$ cat src/rtl/occ_pkg.sv
// Shared types and helpers for the multi-channel occupancy tracker.
package occ_pkg;

  // Counter width needed to hold every value in 0..depth.
  function automatic int occ_cnt_w(input int depth);
    return $clog2(depth + 1);
  endfunction

  // Registered per-channel status bits.
  typedef struct packed {
    logic full;
    logic empty;
    logic afull;
    logic aempty;
    logic ovf;
    logic udf;
  } occ_status_t;

endpackage

$ cat src/rtl/occ_chan.sv
// One occupancy channel: saturating counter, peak watermark, flags and
// sticky over/underflow errors. Everything is registered from the next count.
module occ_chan
  import occ_pkg::*;
#(
  parameter int DEPTH    = 8,
  parameter int AF_LEVEL = 6,
  parameter int AE_LEVEL = 2,
  parameter int CNT_W    = occ_cnt_w(DEPTH)
) (
  input  logic             clk,
  input  logic             rst,
  input  logic             up,
  input  logic             down,
  input  logic             clr,
  input  logic             err_clr,
  output logic [CNT_W-1:0] count,
  output logic [CNT_W-1:0] peak,
  output occ_status_t      status
);

  localparam logic [CNT_W-1:0] ZERO_C  = {CNT_W{1'b0}};
  localparam logic [CNT_W-1:0] ONE_C   = CNT_W'(1);
  localparam logic [CNT_W-1:0] DEPTH_C = CNT_W'(DEPTH);
  localparam logic [CNT_W-1:0] AF_C    = CNT_W'(AF_LEVEL);
  localparam logic [CNT_W-1:0] AE_C    = CNT_W'(AE_LEVEL);

  logic [CNT_W-1:0] count_r;
  logic [CNT_W-1:0] peak_r;
  occ_status_t      status_r;

  logic [CNT_W-1:0] next_cnt_s;
  logic [CNT_W-1:0] next_peak_s;
  occ_status_t      next_status_s;
  logic             ovf_set_s;
  logic             udf_set_s;

  // Next count and error events; clear dominates, push+pop together is a no-op.
  always_comb begin
    next_cnt_s = count_r;
    ovf_set_s  = 1'b0;
    udf_set_s  = 1'b0;
    if (clr) begin
      next_cnt_s = ZERO_C;
    end else begin
      case ({up, down})
        2'b10: begin
          if (count_r < DEPTH_C) begin
            next_cnt_s = count_r + ONE_C;
          end else begin
            ovf_set_s = 1'b1;
          end
        end
        2'b01: begin
          if (count_r > ZERO_C) begin
            next_cnt_s = count_r - ONE_C;
          end else begin
            udf_set_s = 1'b1;
          end
        end
        default: begin
          next_cnt_s = count_r;
        end
      endcase
    end
  end

  // Next peak, flags and sticky errors derived from the next count.
  always_comb begin
    next_peak_s   = peak_r;
    next_status_s = status_r;
    if (clr) begin
      next_peak_s       = ZERO_C;
      next_status_s.ovf = 1'b0;
      next_status_s.udf = 1'b0;
    end else begin
      if (next_cnt_s > peak_r) begin
        next_peak_s = next_cnt_s;
      end else begin
        next_peak_s = peak_r;
      end
      // A fresh error in the same cycle as err_clr keeps the bit set.
      next_status_s.ovf = ovf_set_s | (status_r.ovf & ~err_clr);
      next_status_s.udf = udf_set_s | (status_r.udf & ~err_clr);
    end
    next_status_s.full   = (next_cnt_s == DEPTH_C);
    next_status_s.empty  = (next_cnt_s == ZERO_C);
    next_status_s.afull  = (next_cnt_s >= AF_C);
    next_status_s.aempty = (next_cnt_s <= AE_C);
  end

  // State registers; reset leaves the channel empty with no errors.
  always_ff @(posedge clk or posedge rst) begin
    if (rst) begin
      count_r         <= ZERO_C;
      peak_r          <= ZERO_C;
      status_r.full   <= 1'b0;
      status_r.empty  <= 1'b1;
      status_r.afull  <= 1'b0;
      status_r.aempty <= 1'b1;
      status_r.ovf    <= 1'b0;
      status_r.udf    <= 1'b0;
    end else begin
      count_r  <= next_cnt_s;
      peak_r   <= next_peak_s;
      status_r <= next_status_s;
    end
  end

  assign count  = count_r;
  assign peak   = peak_r;
  assign status = status_r;

endmodule

$ cat src/rtl/occ_param_check.sv
// Elaboration-time range checks for the occupancy tracker parameters.
module occ_param_check #(
  parameter int NCH      = 4,
  parameter int DEPTH    = 8,
  parameter int AF_LEVEL = 6,
  parameter int AE_LEVEL = 2
) ();

  if (NCH < 1) begin : g_bad_nch
    $error("occ_tracker: NCH must be at least 1");
  end
  if (DEPTH < 2) begin : g_bad_depth
    $error("occ_tracker: DEPTH must be at least 2");
  end
  if ((AF_LEVEL < 1) || (AF_LEVEL > DEPTH)) begin : g_bad_af
    $error("occ_tracker: AF_LEVEL must lie in 1..DEPTH");
  end
  if ((AE_LEVEL < 0) || (AE_LEVEL >= DEPTH)) begin : g_bad_ae
    $error("occ_tracker: AE_LEVEL must lie in 0..DEPTH-1");
  end

endmodule

$ cat src/rtl/occ_tracker.sv
// Multi-channel occupancy tracker: NCH independent occ_chan instances with
// packed count/peak outputs, per-channel flags and a global any_full.
module occ_tracker
  import occ_pkg::*;
#(
  parameter int  NCH      = 4,
  parameter int  DEPTH    = 8,
  parameter int  AF_LEVEL = DEPTH - 2,
  parameter int  AE_LEVEL = 2,
  localparam int CNT_W    = occ_cnt_w(DEPTH)
) (
  input  logic                 clk,
  input  logic                 rst,
  input  logic [NCH-1:0]       up,
  input  logic [NCH-1:0]       down,
  input  logic [NCH-1:0]       clr,
  input  logic [NCH-1:0]       err_clr,
  output logic [NCH*CNT_W-1:0] count,
  output logic [NCH*CNT_W-1:0] peak,
  output logic [NCH-1:0]       full,
  output logic [NCH-1:0]       empty,
  output logic [NCH-1:0]       afull,
  output logic [NCH-1:0]       aempty,
  output logic [NCH-1:0]       ovf,
  output logic [NCH-1:0]       udf,
  output logic                 any_full
);

  occ_param_check #(
    .NCH      (NCH),
    .DEPTH    (DEPTH),
    .AF_LEVEL (AF_LEVEL),
    .AE_LEVEL (AE_LEVEL)
  ) u_param_check ();

  occ_status_t status_s [NCH];

  for (genvar i = 0; i < NCH; i++) begin : g_chan
    occ_chan #(
      .DEPTH    (DEPTH),
      .AF_LEVEL (AF_LEVEL),
      .AE_LEVEL (AE_LEVEL),
      .CNT_W    (CNT_W)
    ) u_chan (
      .clk     (clk),
      .rst     (rst),
      .up      (up[i]),
      .down    (down[i]),
      .clr     (clr[i]),
      .err_clr (err_clr[i]),
      .count   (count[i*CNT_W +: CNT_W]),
      .peak    (peak[i*CNT_W +: CNT_W]),
      .status  (status_s[i])
    );

    assign full[i]   = status_s[i].full;
    assign empty[i]  = status_s[i].empty;
    assign afull[i]  = status_s[i].afull;
    assign aempty[i] = status_s[i].aempty;
    assign ovf[i]    = status_s[i].ovf;
    assign udf[i]    = status_s[i].udf;
  end

  // Registered full bits OR-ed straight through, adding no latency.
  assign any_full = |full;

endmodule

$ cat config.mk
export PLATFORM = sky130hd
export DESIGN_NAME = occ_tracker
export DESIGN_NICKNAME = d
export VERILOG_FILES = /design/src/rtl/occ_pkg.sv /design/src/rtl/occ_chan.sv /design/src/rtl/occ_param_check.sv /design/src/rtl/occ_tracker.sv
export SDC_FILE = /design/constraint.sdc
export NUM_CORES = 1
export LEC_CHECK = 0
export CAP_MARGIN = 20
export CORE_ASPECT_RATIO = 2
export CORE_UTILIZATION = 52
export CTS_CLUSTER_DIAMETER = 40
export DETAILED_ROUTE_END_ITERATION = 8
export GPL_TIMING_DRIVEN = 0
export PLACE_DENSITY = 0.86
export SETUP_SLACK_MARGIN = 0.15
export SLEW_MARGIN = 20
export SYNTH_ARGS = -nofsm -noshare
export SYNTH_HDL_FRONTEND = slang
export SYNTH_HIERARCHICAL = 1
export SYNTH_SLANG_ARGS = --single-unit
export TNS_END_PERCENT = 50
$ cat constraint.sdc
create_clock -name clk -period 3.17 [get_ports clk]
set_input_delay 0.7925 -clock clk [delete_from_list [all_inputs] [get_ports clk]]
set_output_delay 0.7925 -clock clk [all_outputs]
set_load 0.005 [all_outputs]
==> results.md <==
- The category of the most critical setup path is input port to register.
- The HPWL after detailed placement is 6800 um.
- The net switching power is 888 uW.
- Along the worst path, the maximum fanout reaches 7.
- The count of vias placed by the detailed router is 3213.
- The initial antenna violation count came to 0.
- Dividing the detail-routed via count by the number of cells gives 5.60.
- The end point of the worst hold path is g_chan[3].u_chan/status[1]$_DFF_PP0_.
- The count of cells along the worst hold path is 2.
- The startpoint identified for the worst hold timing path is g_chan[3].u_chan/status[1]$_DFF_PP0_.
- The origin of the critical flop-to-flop path is g_chan[0].u_chan/count[0]$_DFF_PP0_.
- The count of warnings emitted by yosys is 6.
- Setup repair after global routing could not meet its margin everywhere.
- The total of flip-flops plus latches after synthesis is 56.
- The DRC violation count after routing is 0.
- The tree built by TritonCTS fans out to 56 sinks.
- The number of cells on the worst reg-to-reg path is 13.
- The residual overflow from global routing is 0.
- The tool flagged a number of max-cap violations equal to 0.
- The number of nets produced by synthesis is 435.
- The worst hold path belongs to the class register to register.
- The number of hold buffers added after cts is 0.
- The root buffer cell chosen for the clock tree is clkbuf_16.
- The worst path in the final design needs a cycle of 2.91 ns, including I/O delays and setup.
- The area added between synthesis and finish is 34.2%.
- The number of distinct library cells after synthesis is 39.
- The average routed wire per standard cell is 15.5 um.
- The effective utilization at floorplan is 53.8%.
- Global routing used 25.3% of the available tracks.
- The highest clock rate is 343 MHz.
- The total routed wirelength is 8870 um.
- The clock network accounts for 21.3% of the total power.
- The total number of placement rows is 43.
- Headroom to the max-slew limit came out at 62.7%.
- The number of buffers added on ports is 70.
- The depth of the CTS H-tree is 2.
- The portion of total power attributed to combinational logic is 44.7%.
- At the end of the flow the core is filled with cells to 72.2%.
- The clock arrives with 0.00233 ns of skew.
- The core region is 6890 um2.
- The full die area is 7490 um2.
- The net switching fraction of the power is 33.7%.
- The floorplan step set the die width to 61.7 um.
- The startpoint type of the worst setup path is an input port.
- The number of violations reported at the end of detailed-routing iteration 0 is 228.
- The leading cell type in the layout, fill and taps excluded is clkdlybuf4s50_1.
- The leakage power of the design is 0.00236 uW.
- After synthesis, the mean cell area works out to 9.63 um2.
- The die is 121 um tall.
- Power spread over the standard cell area amounts to 530 nW/um2.
- The via count of the first global-routing pass came to 3325.
- The library cells used most frequently in the layout, excluding fill and tap cells, are 62 x clkdlybuf4s50_1, 46 x dfrtp_1, 37 x inv_1, 26 x ha_1, 24 x nand2_1.
- The capturing element type of the critical path is a register.
- The sequential cells in the finished layout cover a total of 1410 um2.
- The gate count of the mapped netlist is 385.
- The combined area of the multi-input logic cells is 2130 um2.
- The global-route wire length before repair is 14400 um.
- Setup violations remaining at the end of the flow were counted as 0.
- The worst register-to-register path ends at g_chan[0].u_chan/peak[0]$_DFFE_PP0P_.
- The maximum buffer depth of the clock tree is 2.
- The maximum resistive drop on vdd is 0.561 mV.
- Data on the critical path is required at its endpoint by 3.34 ns.
- 75 I/O pins were placed.
- The first TritonRoute pass finished after 4 iterations.
- After clock tree synthesis, the clock-pin slew on the worst setup and hold paths is 0.07 ns.
- The clock tree from TritonCTS is done.
- Of the cells placed in the final design, the portion with a size suffix greater than 1 is 25.6%.
- The sequential element share of the synthesized area is 38.1%.
- The maximum number of pins on one net before global-route repair is 18.
- The minimum setup slack among reg-to-reg paths is 0.31 ns.
- At the pin with the least slew margin, the transition time is 0.559 ns.
- The antenna diode count is 0.
- The run finished with clean final reports.
- The layout has 521 filler cells.
- The routability congestion estimate from global placement is 0.892.
- The final number of max-transition violations was 0.
- In the finished design, the share of the clock period the worst path needs comes to 91.9%.
- The synthesized netlist occupies a cell area of 3710 um2.
- TritonCTS created 5 clock buffers.
- The internal power is 1750 uW.
- The residual antenna-violating net count after detailed routing is 0.
- Data on the critical path arrives at its endpoint at 3.08 ns.
- The net count of the finished layout is 533.
- Total power for the finished layout comes to 2630 uW.
- The sequential power share is 34.0%.
- The worst-skew pair later-pin latency is 0.29 ns.
- The final-report hold violation count is 0.
worst max path at each step:
| stage | start | endpoint | slack, ns | depth (start not counted) |
|---|---|---|---|---|
| 2_1_floorplan | up[0] | g_chan[0].u_chan/peak[0]$_DFFE_PP0P_ | 0.22 | 13 |
| 3_3_place_gp | down[0] | g_chan[0].u_chan/peak[0]$_DFFE_PP0P_ | -0.52 | 15 |
| 3_5_place_dp | down[0] | g_chan[0].u_chan/peak[0]$_DFFE_PP0P_ | -0.63 | 15 |
| 4_1_cts | down[1] | g_chan[1].u_chan/peak[0]$_DFFE_PP0P_ | 0.17 | 14 |
| 5_1_grt | up[0] | g_chan[0].u_chan/peak[0]$_DFFE_PP0P_ | 0.13 | 15 |
| 6_report | up[0] | g_chan[0].u_chan/peak[0]$_DFFE_PP0P_ | 0.26 | 15 |
critical path: stages:
cell,delay (ns)
dlygate4sd2_1,0.25
inv_2,0.06
ha_4,0.21
or3b_1,0.35
a21boi_1,0.13
a311o_1,0.15
and2b_2,0.17
inv_2,0.04
ha_1,0.21
nor2b_2,0.13
o21ai_1,0.08
a21oi_2,0.13
buf_6,0.14
mux2i_1,0.18
nor2_1,0.05
final cells by class:
type,instances,share of cell area [%]
buffer,16,2.72
clock buffer,6,2.79
clock inverter,2,0.277
inverter,52,3.92
multi-input combinational,261,42.8
sequential,56,28.4
tap,90,2.26
timing repair buffer,91,16.8
layer usage:
| metal | share of wire [%] | up-vias | track usage (%) |
|---|---|---|---|
| li1 | - | 1550 | - |
| met1 | 35 | 1563 | 24.9 |
| met2 | 58 | 82 | 48.4 |
| met3 | 3.9 | 18 | 4.69 |
| met4 | 2.6 | 0 | 9.31 |
| met5 | 0 | - | 0 |
state kept, by name, indices dropped and copies added, names as in the netlist:
name,flops
g_chan.u_chan/peak,16
g_chan.u_chan/status,24
g_chan.u_chan/count,16
power groups by stage:
stage               clock network (uW)  registers [uW]  logic, uW
global placement                     0             903        925
global route                       601             907       1280
CTS                                577             896       1120
finish                             562             896       1180
floorplan                            0             903        606
detailed placement                   0             907        968
synth_stat cells (all sizes together):
cell type  number  area [um2]
a21boi          4        30.0
nor4            8         110
a22oi           4        85.1
ha             32         400
a31o            4        35.0
o211ai          4        30.0
nor2           20         105
and3            4        25.0
o21ai          16        80.1
nand4           4        25.0
nor3           12        60.1
nand2          24        90.1
and3b           4        35.0
dfstp           8         210
buf            12         110
a21o           12        90.1
nand2b         12        75.1
a2bb2oi         4        35.0
dfrtp          48        1200
and2b           4        30.0
nor2b          16         100
nand3           8        40.0
a311o           8        85.1
or4b            4        40.0
or3b            8        70.1
clkbuf          4        15.0
mux2i           4        40.0
a211oi          4        30.0
or4             1        7.51
a311oi          4        35.0
inv            52         195
nand4bb         4        45.0
a21oi          28         140
stage by stage:
stage	cells	setup TNS (ns)	hold WS (ns)	setup WS, ns	cell area [um2]
2_1_floorplan	385	0	0.535	0.216	3780
3_3_place_gp	545	-7.31	0.530	-0.520	4590
3_5_place_dp	545	-8.82	0.530	-0.634	4590
4_1_cts	573	0	0.542	0.167	4910
5_1_grt	574	0	0.574	0.126	4970
6_report	574	0	0.539	0.258	4970
cells by family (layout without fill, tap and decap cells):
kind of cell	Yosys count	after routing	share of synthesized area, %
AO/OA/AOI/OAI	92	92	18.2
adder cells (fa/ha/maj)	32	32	10.8
flip-flops	56	56	38.1
AND/OR/NAND/NOR	133	133	23.2
buffers and inverters	68	167	8.64
multiplexers	4	4	1.08
repair_timing:
item,in CTS,in global routing
cloned,0,0
pin swaps,18,8
setup buffers,20,1
resized for setup,29,31
setup endpoints to repair,16,14
(Power assumes the default switching activity.)
